===== config.mk =====
export PLATFORM = sky130hd
export DESIGN_NAME = seven_seg_scanner
export DESIGN_NICKNAME = d
export VERILOG_FILES = /design/src/rtl/seven_seg_scanner_pkg.sv /design/src/rtl/seven_seg_scanner_hex_to_seg7.sv /design/src/rtl/seven_seg_scanner.sv
export SDC_FILE = /design/constraint.sdc
export NUM_CORES = 1
export LEC_CHECK = 0
export CAP_MARGIN = 30
export CORE_MARGIN = 2
export CORE_UTILIZATION = 55
export DETAILED_ROUTE_END_ITERATION = 16
export PLACE_DENSITY = 0.79
export SYNTH_ARGS = -nofsm -noshare
export SYNTH_HDL_FRONTEND = slang
export SYNTH_SLANG_ARGS = --single-unit

===== constraint.sdc =====
create_clock -name clk -period 2.65 [get_ports clk]
set_input_delay 0.53 -clock clk [delete_from_list [all_inputs] [get_ports clk]]
set_output_delay 0.53 -clock clk [all_outputs]
set_load 0.1 [all_outputs]

===== src/rtl/seven_seg_scanner_pkg.sv =====
// Shared constants, segment table and phase type for the seven-segment scanner.
package seg_pkg;

    // All segments dark (active-low) and all anodes off (active-low).
    localparam logic [6:0] SEG_BLANK = 7'h7F;
    localparam logic [3:0] AN_OFF    = 4'hF;

    // Active-low {g,f,e,d,c,b,a} patterns, indexed by nibble value 0..F.
    localparam logic [6:0] HEX_SEG_TABLE [16] = '{
        7'b1000000,  // 0
        7'b1111001,  // 1
        7'b0100100,  // 2
        7'b0110000,  // 3
        7'b0011001,  // 4
        7'b0010010,  // 5
        7'b0000010,  // 6
        7'b1111000,  // 7
        7'b0000000,  // 8
        7'b0010000,  // 9
        7'b0001000,  // A
        7'b0000011,  // b
        7'b1000110,  // C
        7'b0100001,  // d
        7'b0000110,  // E
        7'b0001110   // F
    };

    // Slot phase: anti-ghosting blank interval, then the digit is lit.
    typedef enum logic {
        PH_BLANK,
        PH_ON
    } phase_t;

endpackage


===== src/rtl/seven_seg_scanner_hex_to_seg7.sv =====
// Combinational hex nibble to active-low seven-segment pattern decoder.
module hex_to_seg7
    import seg_pkg::*;
(
    input  logic [3:0] nibble,
    output logic [6:0] seg
);

    assign seg = HEX_SEG_TABLE[nibble];

endmodule


===== src/rtl/seven_seg_scanner.sv =====
// Four-digit multiplexed common-anode display scanner with per-slot blanking,
// once-per-frame input latching and optional leading-zero suppression.
module seven_seg_scanner
    import seg_pkg::*;
#(
    parameter int DWELL_CYCLES    = 100000,
    parameter int BLANK_CYCLES    = 1000,
    parameter int LEAD_ZERO_BLANK = 1
) (
    input  logic        clk,
    input  logic        rst_n,
    input  logic [15:0] display_in,
    input  logic [3:0]  dp_in,
    output logic [6:0]  seg,
    output logic        dp,
    output logic [3:0]  an,
    output logic        frame_tick
);

    localparam int            CW         = $clog2(DWELL_CYCLES);
    localparam logic [CW-1:0] SLOT_LAST  = CW'(DWELL_CYCLES - 1);
    localparam logic [CW-1:0] BLANK_LAST = CW'(BLANK_CYCLES - 1);

    logic [CW-1:0] c;
    logic [1:0]    d;
    phase_t        phase;
    phase_t        phase_next;
    logic [15:0]   val_q;
    logic [3:0]    dp_q;

    logic          frame_start;
    logic [3:0]    suppress;
    logic [6:0]    digit_seg;
    logic [6:0]    seg_next;
    logic [3:0]    an_next;
    logic          dp_next;

    assign frame_start = (c == '0) && (d == 2'd0);

    hex_to_seg7 u_hex_to_seg7 (
        .nibble (val_q[{d, 2'b00} +: 4]),
        .seg    (digit_seg)
    );

    // Slot counter and digit index; the digit advances only when a slot completes.
    always_ff @(posedge clk or negedge rst_n) begin
        if (!rst_n) begin
            c <= '0;
            d <= 2'd0;
        end else if (c == SLOT_LAST) begin
            c <= '0;
            d <= d + 2'd1;
        end else begin
            c <= c + 1'b1;
        end
    end

    // Phase register tracks whether the current count is past the blank interval.
    always_ff @(posedge clk or negedge rst_n) begin
        if (!rst_n) begin
            phase <= PH_BLANK;
        end else begin
            phase <= phase_next;
        end
    end

    // Enter ON once the blank interval has elapsed, return to BLANK at slot end.
    always_comb begin
        phase_next = phase;
        if (c == SLOT_LAST) begin
            phase_next = PH_BLANK;
        end else if (c == BLANK_LAST) begin
            phase_next = PH_ON;
        end
    end

    // Latch the value and point mask at frame start so a frame is never torn.
    always_ff @(posedge clk or negedge rst_n) begin
        if (!rst_n) begin
            val_q <= 16'h0000;
            dp_q  <= 4'h0;
        end else if (frame_start) begin
            val_q <= display_in;
            dp_q  <= dp_in;
        end
    end

    // A digit is hidden when it and every digit above it are zero, unless its point is requested.
    always_comb begin
        suppress = 4'b0000;
        if (LEAD_ZERO_BLANK != 0) begin
            suppress[3] = (val_q[15:12] == 4'h0)  && !dp_q[3];
            suppress[2] = (val_q[15:8]  == 8'h0)  && !dp_q[2];
            suppress[1] = (val_q[15:4]  == 12'h0) && !dp_q[1];
        end
    end

    // Output values for the current count; everything dark unless the digit is lit.
    always_comb begin
        an_next  = AN_OFF;
        seg_next = SEG_BLANK;
        dp_next  = 1'b1;
        if (phase == PH_ON && !suppress[d]) begin
            an_next     = AN_OFF;
            an_next[d]  = 1'b0;
            seg_next    = digit_seg;
            dp_next     = ~dp_q[d];
        end
    end

    // Registered outputs keep the pins glitch-free and isolated from the inputs.
    always_ff @(posedge clk or negedge rst_n) begin
        if (!rst_n) begin
            an         <= AN_OFF;
            seg        <= SEG_BLANK;
            dp         <= 1'b1;
            frame_tick <= 1'b0;
        end else begin
            an         <= an_next;
            seg        <= seg_next;
            dp         <= dp_next;
            frame_tick <= frame_start;
        end
    end

endmodule

### After elaboration in Yosys (flattened, before gate mapping)

Memories as Yosys holds them, arrays and structs flattened.
Cells that the tools add are included.

* add/subtract/negate cells: 2
* multipliers: 0
* divide/modulo/power cells: 0
* magnitude comparators: 3
* eq/ne operators: 2
* shift-type cells: 1
* muxes and demuxes: 14
* bitwise logic cells: 3
* reduce and logical (&&, ||, !) cells: 16

Operators with widths (number)
* $mux 7: 3
* $add 17x1->17 const B: 1
* $eq 17x10->1 const B: 1
* $eq 17x17->1 const B: 1
* $logic_not 17->1: 1
* $mux 17: 1
* $shiftx 16x5->4: 1
* $logic_not 12->1: 1
* $logic_not 8->1: 1
* $logic_and 1x1->1: 6
* $mux 1: 6
* $ge 5x5->1 const B: 1
* $not 4->5: 1
* $bmux 1 s2: 2
* $logic_not 1->1: 4
* $logic_not 4->1: 1
* $mux 4: 1
* $not 4->4: 1
* $lt 2x3->1 const B: 1
* $add 2x1->2 const B: 1
* $demux 1 s2: 1
* $ge 2x1->1 const B: 1
* $logic_not 2->1: 1
* $reduce_bool 2->1: 1
* $not 1->1: 1

* bits in registers: 53
* latch bits: 0
* memory bits (writable): 0
* memory bits (read-only): 112
* input bits: 22
* output and inout port bits: 13
* word-level logic and storage cells: 51
* memories: 1

Memory list
* (name not given): words 16, width 7, rd ports 1, clocked after memory_dff 0, write ports 0, RTL line seven_seg_scanner_hex_to_seg7.sv:9 `assign seg = HEX_SEG_TABLE[nibble];`

### Longest topological paths before layout

Gate-level depths: netlist (run 1).

* depth in word-level cells: 7
* gate-level depth with buffers: 8
* gate-level depth less buffers: 7

### Cells and area by module

Synthesis (run 1) repeated with hierarchy kept, for this count alone.

* cell total of the unflattened synthesis: 217
* area total of the unflattened synthesis: 2697.6 µm²

By module, submodules not included
* seven_seg_scanner: times used 1, cells each 185, area an instance 2422.3 µm², sequential area each 1341.3 µm²
* hex_to_seg7: times used 1, cells each 32, area an instance 275.3 µm², sequential area each 0.0 µm²

### Worst setup path after synthesis (run 1)

No wires, ideal clock.

* path kind: register to register
* start: register d[1]
* end: register dp_q[0]
* data arrival time: 2.323 ns
* required time: 2.525 ns
* slack: 0.202 ns
* stages on the path, launching flop included: 9
* path buffers: 2
* clock period less this slack: 2.448 ns
* cells stage by stage: dfrtp_1 buf_2 inv_1 ha_1 nand2_1 or4b_1 or4_4 buf_6 mux2_4

* word-level cells in the longest chain between the ends: 2

RTL lines
* from (decl): RTL line seven_seg_scanner.sv:25 `logic [1:0] d;`
* from (signal assigned): RTL line seven_seg_scanner.sv:52 `d <= d + 2'd1;`
* $logic_not 2->1: RTL line seven_seg_scanner.sv:38 `assign frame_start = (c == '0) && (d == 2'd0);`
* $logic_and 1x1->1: RTL line seven_seg_scanner.sv:38
* to (signal assigned): RTL line seven_seg_scanner.sv:84 `dp_q <= dp_in;`
* to (decl): RTL line seven_seg_scanner.sv:29 `logic [3:0] dp_q;`

No other way between the ends.
A chain may end at the register's enable or synchronous reset.

### Worst setup path in the final report (run 1)

* start: register d[0]
* end: register dp_q[3]

The elaborated chain is that of the path after synthesis.

==> results.yml, run 1 <==
cts:
  post_cts_buffers: 0
  cts_tree: "done"
  clk_path_buf_depth: 2
  ctsHoldBuffers: 0
  root_buffer: "clkbuf_8"
  numCtsBuffers: 5
  cts_max_level: 2
  cts_resized: 0
  clkSlewWorstSetupHoldPaths_ns: 0.09
  clk_latency_ns: 0.30
  cts_sinks: 53
yosys:
  synthDistinctLibCells: 41
  synth.avg_cell_area_um2: 12.10
  synth_nets: 268
  syn-cell-area_mm2: 0.002831
  yosysSeqAreaShare_pct: 47.37
  yosysWarnings: 0
  synthCells: 234
  ys_ff_latch: 53
layout:
  layout_common_cells: "dfrtp_1, nand3_1, mux2_4, clkdlybuf4s50_1, buf_4"
  num_antenna_cells: 0
  fillers: 376
  final_common_cell: "dfrtp_1"
  drive_gt1_share_pct: 25.09
  layout.nets: 304
  fin_cells: 341
  area_growth_pct: 15.86
timing:
  drv_slew: 0
  rsz0062_at_grt: "no"
  worstMarginPinSlew_ns: 0.9635
  fin_setup_tns_ns: 0
  post-route-min-period_ns: 2.412
  final.period_utilization_pct: 91.02
  fmax_mhz: 414.6
  slew_headroom_pct: 35.70
  setup_viol: 0
  hold_viol: 0
  finalClockSkew_ns: 0.005487
placement:
  dp_hpwl_um: 3666
  dp.cells: 333
  globalplace.congestion: 0.7818
  io_buffer_count: 34
run:
  maxCapViolCount: 0
hold_path:
  hold_class: "in -> async"
route:
  ant_nets: 0
  drt-pass1-iter-count: 4
  dr_total_vias: 1927
  wl_um: 5041
  avgViaCountPerCell: 5.651
  drt_iter0_markers: 153
  drc: 0
  post_drt_wl_per_cell_um: 14.78
grt:
  grt_use_total_pct: 19.99
  grt_pass1_wl_um: 8673
  antenna_found_initial: 0
  overflow: 0
  grt_max_degree: 22
  grt_pass1_vias: 1835
floorplanning:
  rows: 26
  die_h_um: 75.75
  core_mm2: 0.005042
  start_util_pct: 56.15
  die_area_mm2: 0.005738
  die_w_um: 75.75
  io_pins: 35
worst_setup_path:
  end_kind: "flip-flop"
  cp.required_ns: 2.85
  worstSetupStartpoint: "d[0]"
  cp-start-kind: "flip-flop"
  r2r_start: "d[0]"
  cp.arrival_ns: 2.61
  path_max_fanout: 20
  worstSetupPathType: "reg -> reg"
run_status:
  status: "completed"
power:
  ir_drop_mv: 0.2718
  powerDensity_mw_per_mm2: 424.7
  p_leak_nw: 1.408
[metrics by stage]
| stage | util, % | power, W | hold slack (ns) | setup slack [ns] | instance area (um2) |
|---|---|---|---|---|---|
| floorplan | - | 0.0009136 | 0.2344 | 0.2019 | 2831 |
| global placement | 63.47 | 0.0009726 | 0.4431 | 0.3291 | 3201 |
| detailed placement | 63.47 | 0.0009770 | 0.4526 | 0.2758 | 3201 |
| CTS | 65.06 | 0.001409 | 0.1240 | 0.2377 | 3281 |
| global route | 65.06 | 0.001446 | 0.1438 | 0.1612 | 3281 |
| finish | 65.06 | 0.001393 | 0.1178 | 0.2379 | 3281 |
[cells by family (layout without fill, tap and decap cells)]
| family | count (synthesis) | count (layout) | synth area share (%) |
|---|---|---|---|
| and+or+nand+nor | 77 | 77 | 15.38 |
| DFF | 53 | 53 | 47.37 |
| muxes | 38 | 38 | 19.49 |
| buffers and inverters | 20 | 57 | 3.535 |
| AOI/OAI and AO/OA | 17 | 17 | 3.668 |
| xor gates and xnor gates | 17 | 17 | 5.258 |
| adders and majority gates | 12 | 12 | 5.303 |
[sequential cells by signal, summed over array words and instances, names as in the netlist]
signal	count
dp_q	4
frame_tick	1
val_q	16
d	2
phase	1
an	4
c	17
dp	1
seg	7
[cells in the mapped netlist]
library cell / count / share of area, %
nand4_1: 3 / 0.66
xnor2_1: 13 / 4.0
mux4_2: 5 / 4.0
o211ai_1: 1 / 0.27
dfrtp_1: 41 / 36
buf_2: 2 / 0.35
nand3b_1: 2 / 0.53
a21oi_1: 6 / 1.1
mux2_4: 20 / 11
or4_4: 1 / 0.40
mux2_2: 2 / 0.80
nor3b_2: 1 / 0.44
or4b_1: 1 / 0.35
clkbuf_1: 6 / 0.80
buf_6: 3 / 1.2
nor3b_1: 1 / 0.27
nor4_1: 4 / 0.88
mux2i_1: 6 / 2.1
and2_1: 1 / 0.22
nand2_1: 9 / 1.2
inv_2: 1 / 0.13
nand3_1: 22 / 3.9
nor2b_1: 1 / 0.22
inv_1: 8 / 1.1
and3_1: 4 / 0.88
nor2_1: 11 / 1.5
o311ai_1: 1 / 0.31
o32ai_1: 1 / 0.31
ha_1: 12 / 5.3
xor2_1: 4 / 1.2
o21ai_1: 1 / 0.18
o21ai_0: 4 / 0.71
nor3_1: 6 / 1.1
and4_1: 2 / 0.62
or3_1: 3 / 0.66
or4_1: 4 / 1.1
o2111ai_1: 2 / 0.62
dfstp_2: 12 / 11
mux2_1: 5 / 2.0
nor3_4: 1 / 0.57
a31oi_1: 1 / 0.22
[per-layer routing]
layer,global-route usage (%),wire [um]
met2,30.17,2317
met3,3.175,261
met4,7.018,67
met1,29.36,2394
met5,0,0
[cell type report]
class                   count  area [um2]  area share [%]
repair buffers             40       347.8           10.60
multi-input cells         161        1390           42.37
inverters                   9       33.78           1.030
well taps                  70       87.58           2.670
flip-flops and latches     53        1341           40.88
clock buffers               8       80.08           2.441
[where the power goes]
group / leakage [nW] / total [W] / switching, W / internal [W]
sequential: 0.638 / 0.000840 / 0.0000154 / 0.000825
combinational: 0.730 / 0.000120 / 0.0000479 / 0.0000719
clock: 0.0395 / 0.000433 / 0.000245 / 0.000188
total: 1.41 / 0.00139 / 0.000308 / 0.00108
[critical path: stages, from the launching register on]
cell	delay, ns
dfrtp_1	0.39
inv_2	0.13
ha_1	0.20
nand2_1	0.07
or4b_1	0.50
or4_4	0.64
mux2_4	0.37
[worst paths after layout]
path,end,slack [ns],cells past startpoint
max in group asynchronous,an[3],1.91,2
min in group clk,c[14],0.50,1
max reg2reg,dp_q[3],0.24,6
min,c[8],0.12,1
min reg2reg,c[14],0.50,1
max,dp_q[3],0.24,6
Power figures use the tool's default switching activity.
==> run 2, diff against run 1 <==
Settings changed: ABC_AREA from default to 1, CORE_UTILIZATION 55 to 56, PLACE_DENSITY 0.79 to 0.8.
==> results.yml, run 2 <==
run_status:
  status: "completed"
yosys:
  yosysSeqAreaShare_pct: 44.57
  synth_compound_area_share_pct: 3.742
  yosys-top-cells-area: "dfrtp_1, nand2_1, dfstp_2"
  ys_ff_latch: 53
  async_flop_share_pct: 100.0
  synth-edff-count: 0
  yosysWarnings: 0
  yosys.area.top_type_share_pct: 34.10
  synth.avg_cell_area_um2: 7.836
  synthCells: 384
  synth_simple_gate_area_share_pct: 35.68
  ys.flop_type: "dfrtp_1"
  yosysTopAreaCell: "dfrtp_1"
  synth_top_family_by_area: "simple AND/OR/NAND/NOR gates"
  synthDistinctLibCells: 31
  synth_nets: 418
  synthAdderAreaFrac_pct: 4.990
  synth.area.mux_share_pct: 0
  synth_xor_area_share_pct: 2.911
  syn-cell-area_mm2: 0.003009
  synth_commonest_cells: "nand2_1, nand3_1, nor2_1, dfrtp_1, inv_1"
  yosys.cell_count.top_type: "nand2_1"
timing:
  fin_setup_tns_ns: 0
  post-route-min-period_ns: 1.938
  final.period_utilization_pct: 73.14
  holdWs_ns: 0.1090
  rsz0062_at_grt: "no"
  setup_viol: 0
  fmax_mhz: 516.0
  hold_viol: 0
  worstMarginPinSlew_ns: 0.3648
  drv_slew: 0
  worst_slack_ns: 0.7118
  slew_headroom_pct: 75.65
  finalClockSkew_ns: 0.009070
cts:
  clk_path_buf_depth: 2
  post_cts_buffers: 0
  ctsHoldBuffers: 0
  clkSlewWorstSetupHoldPaths_ns: 0.09
  root_buffer: "clkbuf_8"
  cts_resized: 0
  numCtsBuffers: 5
  cts_sinks: 53
  cts_tree: "done"
  cts_max_level: 2
  clk_latency_ns: 0.31
worst_setup_path:
  critical_path.max_stage_delay_ns: 0.40
  cp-start-kind: "flip-flop"
  crit_family: "simple AND/OR/NAND/NOR gates"
  rr_worst_depth: 8
  worstSetupPathType: "reg -> reg"
  cp_num_buf_inv: 2
  path_max_fanout: 31
  cp.arrival_ns: 2.16
  cp_slowest_cell: "dfrtp_1"
  crit_top_cell: "nand2_1"
  cp_cell_sequence: "inv_2 > ha_1 > nand2_1 > nor3_2 > nand3_2 > clkinv_2 > nand2_1 > o21ai_1"
  path_depth: 8
  end_kind: "flip-flop"
  cp.required_ns: 2.88
grt:
  grt_use_met2_pct: 32.78
  grt_pass1_wl_um: 10620
  grt_max_degree: 32
  groute.layer.met3.usage_pct: 4.000
  grt_use_total_pct: 22.35
  grt_pass1_vias: 2360
  grt_use_met1_pct: 33.05
  overflow: 0
  antenna_found_initial: 0
  busiest_layer: "met1"
placement:
  place_area_mm2: 0.003349
  globalplace.congestion: 0.9350
  io_buffer_count: 34
  post-place-ws_ns: 0.7430
  dp_hpwl_um: 4676
layout:
  layout_common_cells: "nand2_1, nand3_1, nor2_1"
  layout.nets: 454
  largest-register: "c"
  top_regs: "c (17), val_q (16), seg (7)"
  final_common_cell: "nand2_1"
  fillers: 447
  postLayoutCellArea_mm2: 0.003451
  num_antenna_cells: 0
  drive_gt1_share_pct: 16.15
  area_growth_pct: 14.68
  largest_reg_flops: 17
floorplanning:
  die_h_um: 77.31
  io_pins: 35
  start_util_pct: 58.54
  die_area_mm2: 0.005976
  rows: 26
  die_w_um: 77.31
  core_mm2: 0.005140
power:
  pwr-share-comb_pct: 7.8
  clock_power_share_pct: 34.0
  seqPwrFrac_pct: 58.2
  netSwitchingPower_w: 0.0003240
  ir_drop_mv: 0.2766
  finalPower_w: 0.001437
  p_leak_nw: 1.689
  p_sw_share_pct: 22.55
  powerDensity_mw_per_mm2: 416.3
  internal_power_w: 0.001113
route:
  avgViaCountPerCell: 5.136
  drt_iter0_markers: 172
  drc: 0
  drt-pass1-iter-count: 4
  post_drt_wl_per_cell_um: 12.40
  ant_nets: 0
  dr_total_vias: 2522
  wl_um: 6089
hold_path:
  hold_class: "in -> async"
run:
  maxCapViolCount: 0
run 2: cell count changes in the layout (fill, tap and decap cells not counted), sizes merged, moves of 4 or more:
cell / delta
or4: -5
nand3: +25
nand2: +116
o21ai: +10
mux4: -5
mux2: -27
nand4: +4
inv: +32
xor2: +6
xnor2: -13
nor2: +41
and3: -4
mux2i: -6
run 2: metal layers:
| layer | up-vias | wire length, um |
|---|---|---|
| met5 | - | 0 |
| met4 | 0 | 85 |
| met3 | 7 | 372 |
| met2 | 78 | 2672 |
| met1 | 1155 | 2960 |
| li1 | 1282 | - |
run 2: worst paths after layout:
kind                       startpoint       end  slack, ns
max                              d[0]  val_q[9]       0.71
min                             rst_n      c[6]       0.11
max reg2reg                      d[0]  val_q[9]       0.71
min reg2reg                      c[0]      c[0]       0.50
max in group asynchronous       rst_n        dp       1.89
min in group clk                 c[0]      c[0]       0.50
run 2: cell type report:
| class | count | area [um2] | area share (%) |
|---|---|---|---|
| multi-input combinational | 280 | 1424 | 41.26 |
| sequential | 53 | 1341 | 38.87 |
| timing repair buffer | 38 | 332.8 | 9.645 |
| inverter | 42 | 163.9 | 4.750 |
| clock buffer | 7 | 96.34 | 2.792 |
| tap | 70 | 87.58 | 2.538 |
| clock inverter | 1 | 5.005 | 0.1450 |
run 2: logic make-up after synthesis:
logic type               after synthesis
XOR/XNOR                              10
buffers and inverters                 51
flip-flops                            53
AO/OA/AOI/OAI                         19
AND/OR/NAND/NOR                      239
adder cells (fa/ha/maj)               12
run 2: worst reg2reg max path, delay by kind of cell (launching register included):
| kind | cells | cell delay, ns |
|---|---|---|
| AND/OR/NAND/NOR | 4 | 0.63 |
| buffers and inverters | 2 | 0.52 |
| flip-flops | 1 | 0.40 |
| adder cells (fa/ha/maj) | 1 | 0.21 |
| AO/OA/AOI/OAI | 1 | 0.10 |
run 2: power groups by stage:
| stage | clock network [W] | logic [W] | registers [W] |
|---|---|---|---|
| 3_3_place_gp | 0 | 0.000111 | 0.000851 |
| 5_1_grt | 0.000528 | 0.000129 | 0.000838 |
| 3_5_place_dp | 0 | 0.000112 | 0.000851 |
| 4_1_cts | 0.000504 | 0.000113 | 0.000836 |
| 6_report | 0.000488 | 0.000112 | 0.000836 |
| 2_1_floorplan | 0 | 0.0000526 | 0.000848 |
run 2: metrics by stage:
step / utilization (%) / cells
final: 67.14 / 491
after global routing: 67.14 / 491
after CTS: 67.14 / 491
after detailed placement: 65.17 / 483
after global placement: 65.17 / 483
after floorplan: - / 384
==> run 3, diff against run 2 <==
Clock period 2.65 ns to 1.95 ns, I/O delays scaled along.
==> results.yml, run 3 (same netlist as run 2, synthesis figures left out) <==
layout:
  largest-register: "c"
  fillers: 442
  layout.nets: 454
  seqCellArea_mm2: 0.001341
  final_common_cell: "nand2_1"
  top_regs: "c (17), val_q (16), seg (7)"
  drive_gt1_share_pct: 16.15
  multi_input_area_mm2: 0.001424
  layout_common_cells: "nand2_1, nand3_1, nor2_1"
  largest_reg_flops: 17
  area_growth_pct: 21.16
  num_antenna_cells: 0
cts:
  numCtsBuffers: 5
  cts_max_level: 2
  clk_path_buf_depth: 2
  cts_tree: "done"
  clk_latency_ns: 0.31
  post_cts_buffers: 0
  cts_sinks: 53
  clkSlewWorstSetupHoldPaths_ns: 0.09
  root_buffer: "clkbuf_8"
  ctsHoldBuffers: 0
  cts_resized: 0
timing:
  setup_viol: 0
  final.period_utilization_pct: 87.59
  slew_headroom_pct: 66.15
  drv_slew: 0
  worstMarginPinSlew_ns: 0.5078
  fin_setup_tns_ns: 0
  fmax_mhz: 585.5
  finalClockSkew_ns: 0.004260
  post-route-min-period_ns: 1.708
  rsz0062_at_grt: "no"
  hold_viol: 0
floorplanning:
  rows: 26
  die_w_um: 77.31
  core_mm2: 0.005140
  io_pins: 35
  die_h_um: 77.31
  die_area_mm2: 0.005976
  start_util_pct: 58.54
worst_setup_path:
  cp_num_buf_inv: 1
  timing.rr.end: "seg[1]"
  crit_family: "simple AND/OR/NAND/NOR gates"
  r2r_slack_ns: 0.24
  cp.arrival_ns: 1.95
  path_depth: 10
  rr_worst_depth: 10
  critical_path.max_stage_delay_ns: 0.38
  cp_slowest_cell: "dfrtp_1"
  worstSetupStartpoint: "d[0]"
  crit_top_cell: "nand2_1"
  worstSetupPathType: "reg -> reg"
  worstSetupEndpoint: "seg[1]"
  cp-start-kind: "flip-flop"
  path_max_fanout: 22
  end_kind: "flip-flop"
  cp_cell_sequence: "buf_4 > nand2_1 > nand2_1 > nor2_1 > nor2_2 > ha_1 > nand2_1 > nand2_1 > nand2_1 > nand2_1"
  cp.required_ns: 2.19
  r2r_start: "d[0]"
route:
  drt_iter0_markers: 152
  drc: 0
  dr_total_vias: 2556
  ant_nets: 0
  post_drt_wl_per_cell_um: 12.80
  wl_um: 6286
  drt-pass1-iter-count: 4
  avgViaCountPerCell: 5.206
grt:
  overflow: 0
  grt_pass1_wl_um: 11300
  grt_max_degree: 33
  grt_pass1_vias: 2462
  antenna_found_initial: 0
  grt_use_total_pct: 23.64
run_status:
  status: "completed"
hold_path:
  hold_class: "in -> async"
power:
  finalPower_w: 0.002152
  powerDensity_mw_per_mm2: 590.2
  p_leak_nw: 1.785
  ir_drop_mv: 0.4102
placement:
  io_buffer_count: 34
  dp_hpwl_um: 4808
  globalplace.congestion: 0.9379
run:
  maxCapViolCount: 0
[run 3: cell types whose count changed in the layout (fill, tap and decap cells not counted)]
cell / delta
clkbuf_8: -2
bufinv_16: +2
buf_4: -13
buf_12: +13
[run 3: layer usage]
metal  up-vias  routed length (um)  track usage, %
met4         0                  99           8.571
li1       1278                   -               -
met1      1170                2988           34.08
met5         -                   0               0
met3        11                 398           4.941
met2        97                2799           35.30
[run 3: final cells by class]
class / count / share of cell area [%]
timing repair buffer: 38 / 13.59
multi-input combinational: 280 / 39.05
tap: 70 / 2.402
clock inverter: 3 / 1.784
inverter: 42 / 4.496
clock buffer: 5 / 1.887
sequential: 53 / 36.79
[run 3: worst min-delay path by stage]
stage / to / slack (ns)
finish: c[2] / 0.04
global route: dp_q[1] / 0.08
CTS: c[2] / 0.05
detailed placement: c[2] / 0.39
global placement: c[2] / 0.38
floorplan: c[0] / 0.09
[run 3: per-stage QoR]
step / setup slack, ns / utilization [%] / instance area (um2) / hold slack, ns / std cells
CTS: 0.2330 / 70.93 / 3646 / 0.05082 / 491
global route: 0.06289 / 70.93 / 3646 / 0.07636 / 491
finish: 0.2419 / 70.93 / 3646 / 0.03762 / 491
detailed placement: 0.2588 / 68.33 / 3512 / 0.3896 / 483
global placement: 0.2956 / 68.33 / 3512 / 0.3804 / 483
floorplan: 0.3614 / - / 3009 / 0.09441 / 384
[run 3: power by group]
part           internal (W)  leakage, nW  switching [W]
clock              0.000509       0.0681       0.000352
combinational     0.0000717         1.08      0.0000824
sequential          0.00112        0.638      0.0000159
total               0.00170         1.79       0.000450
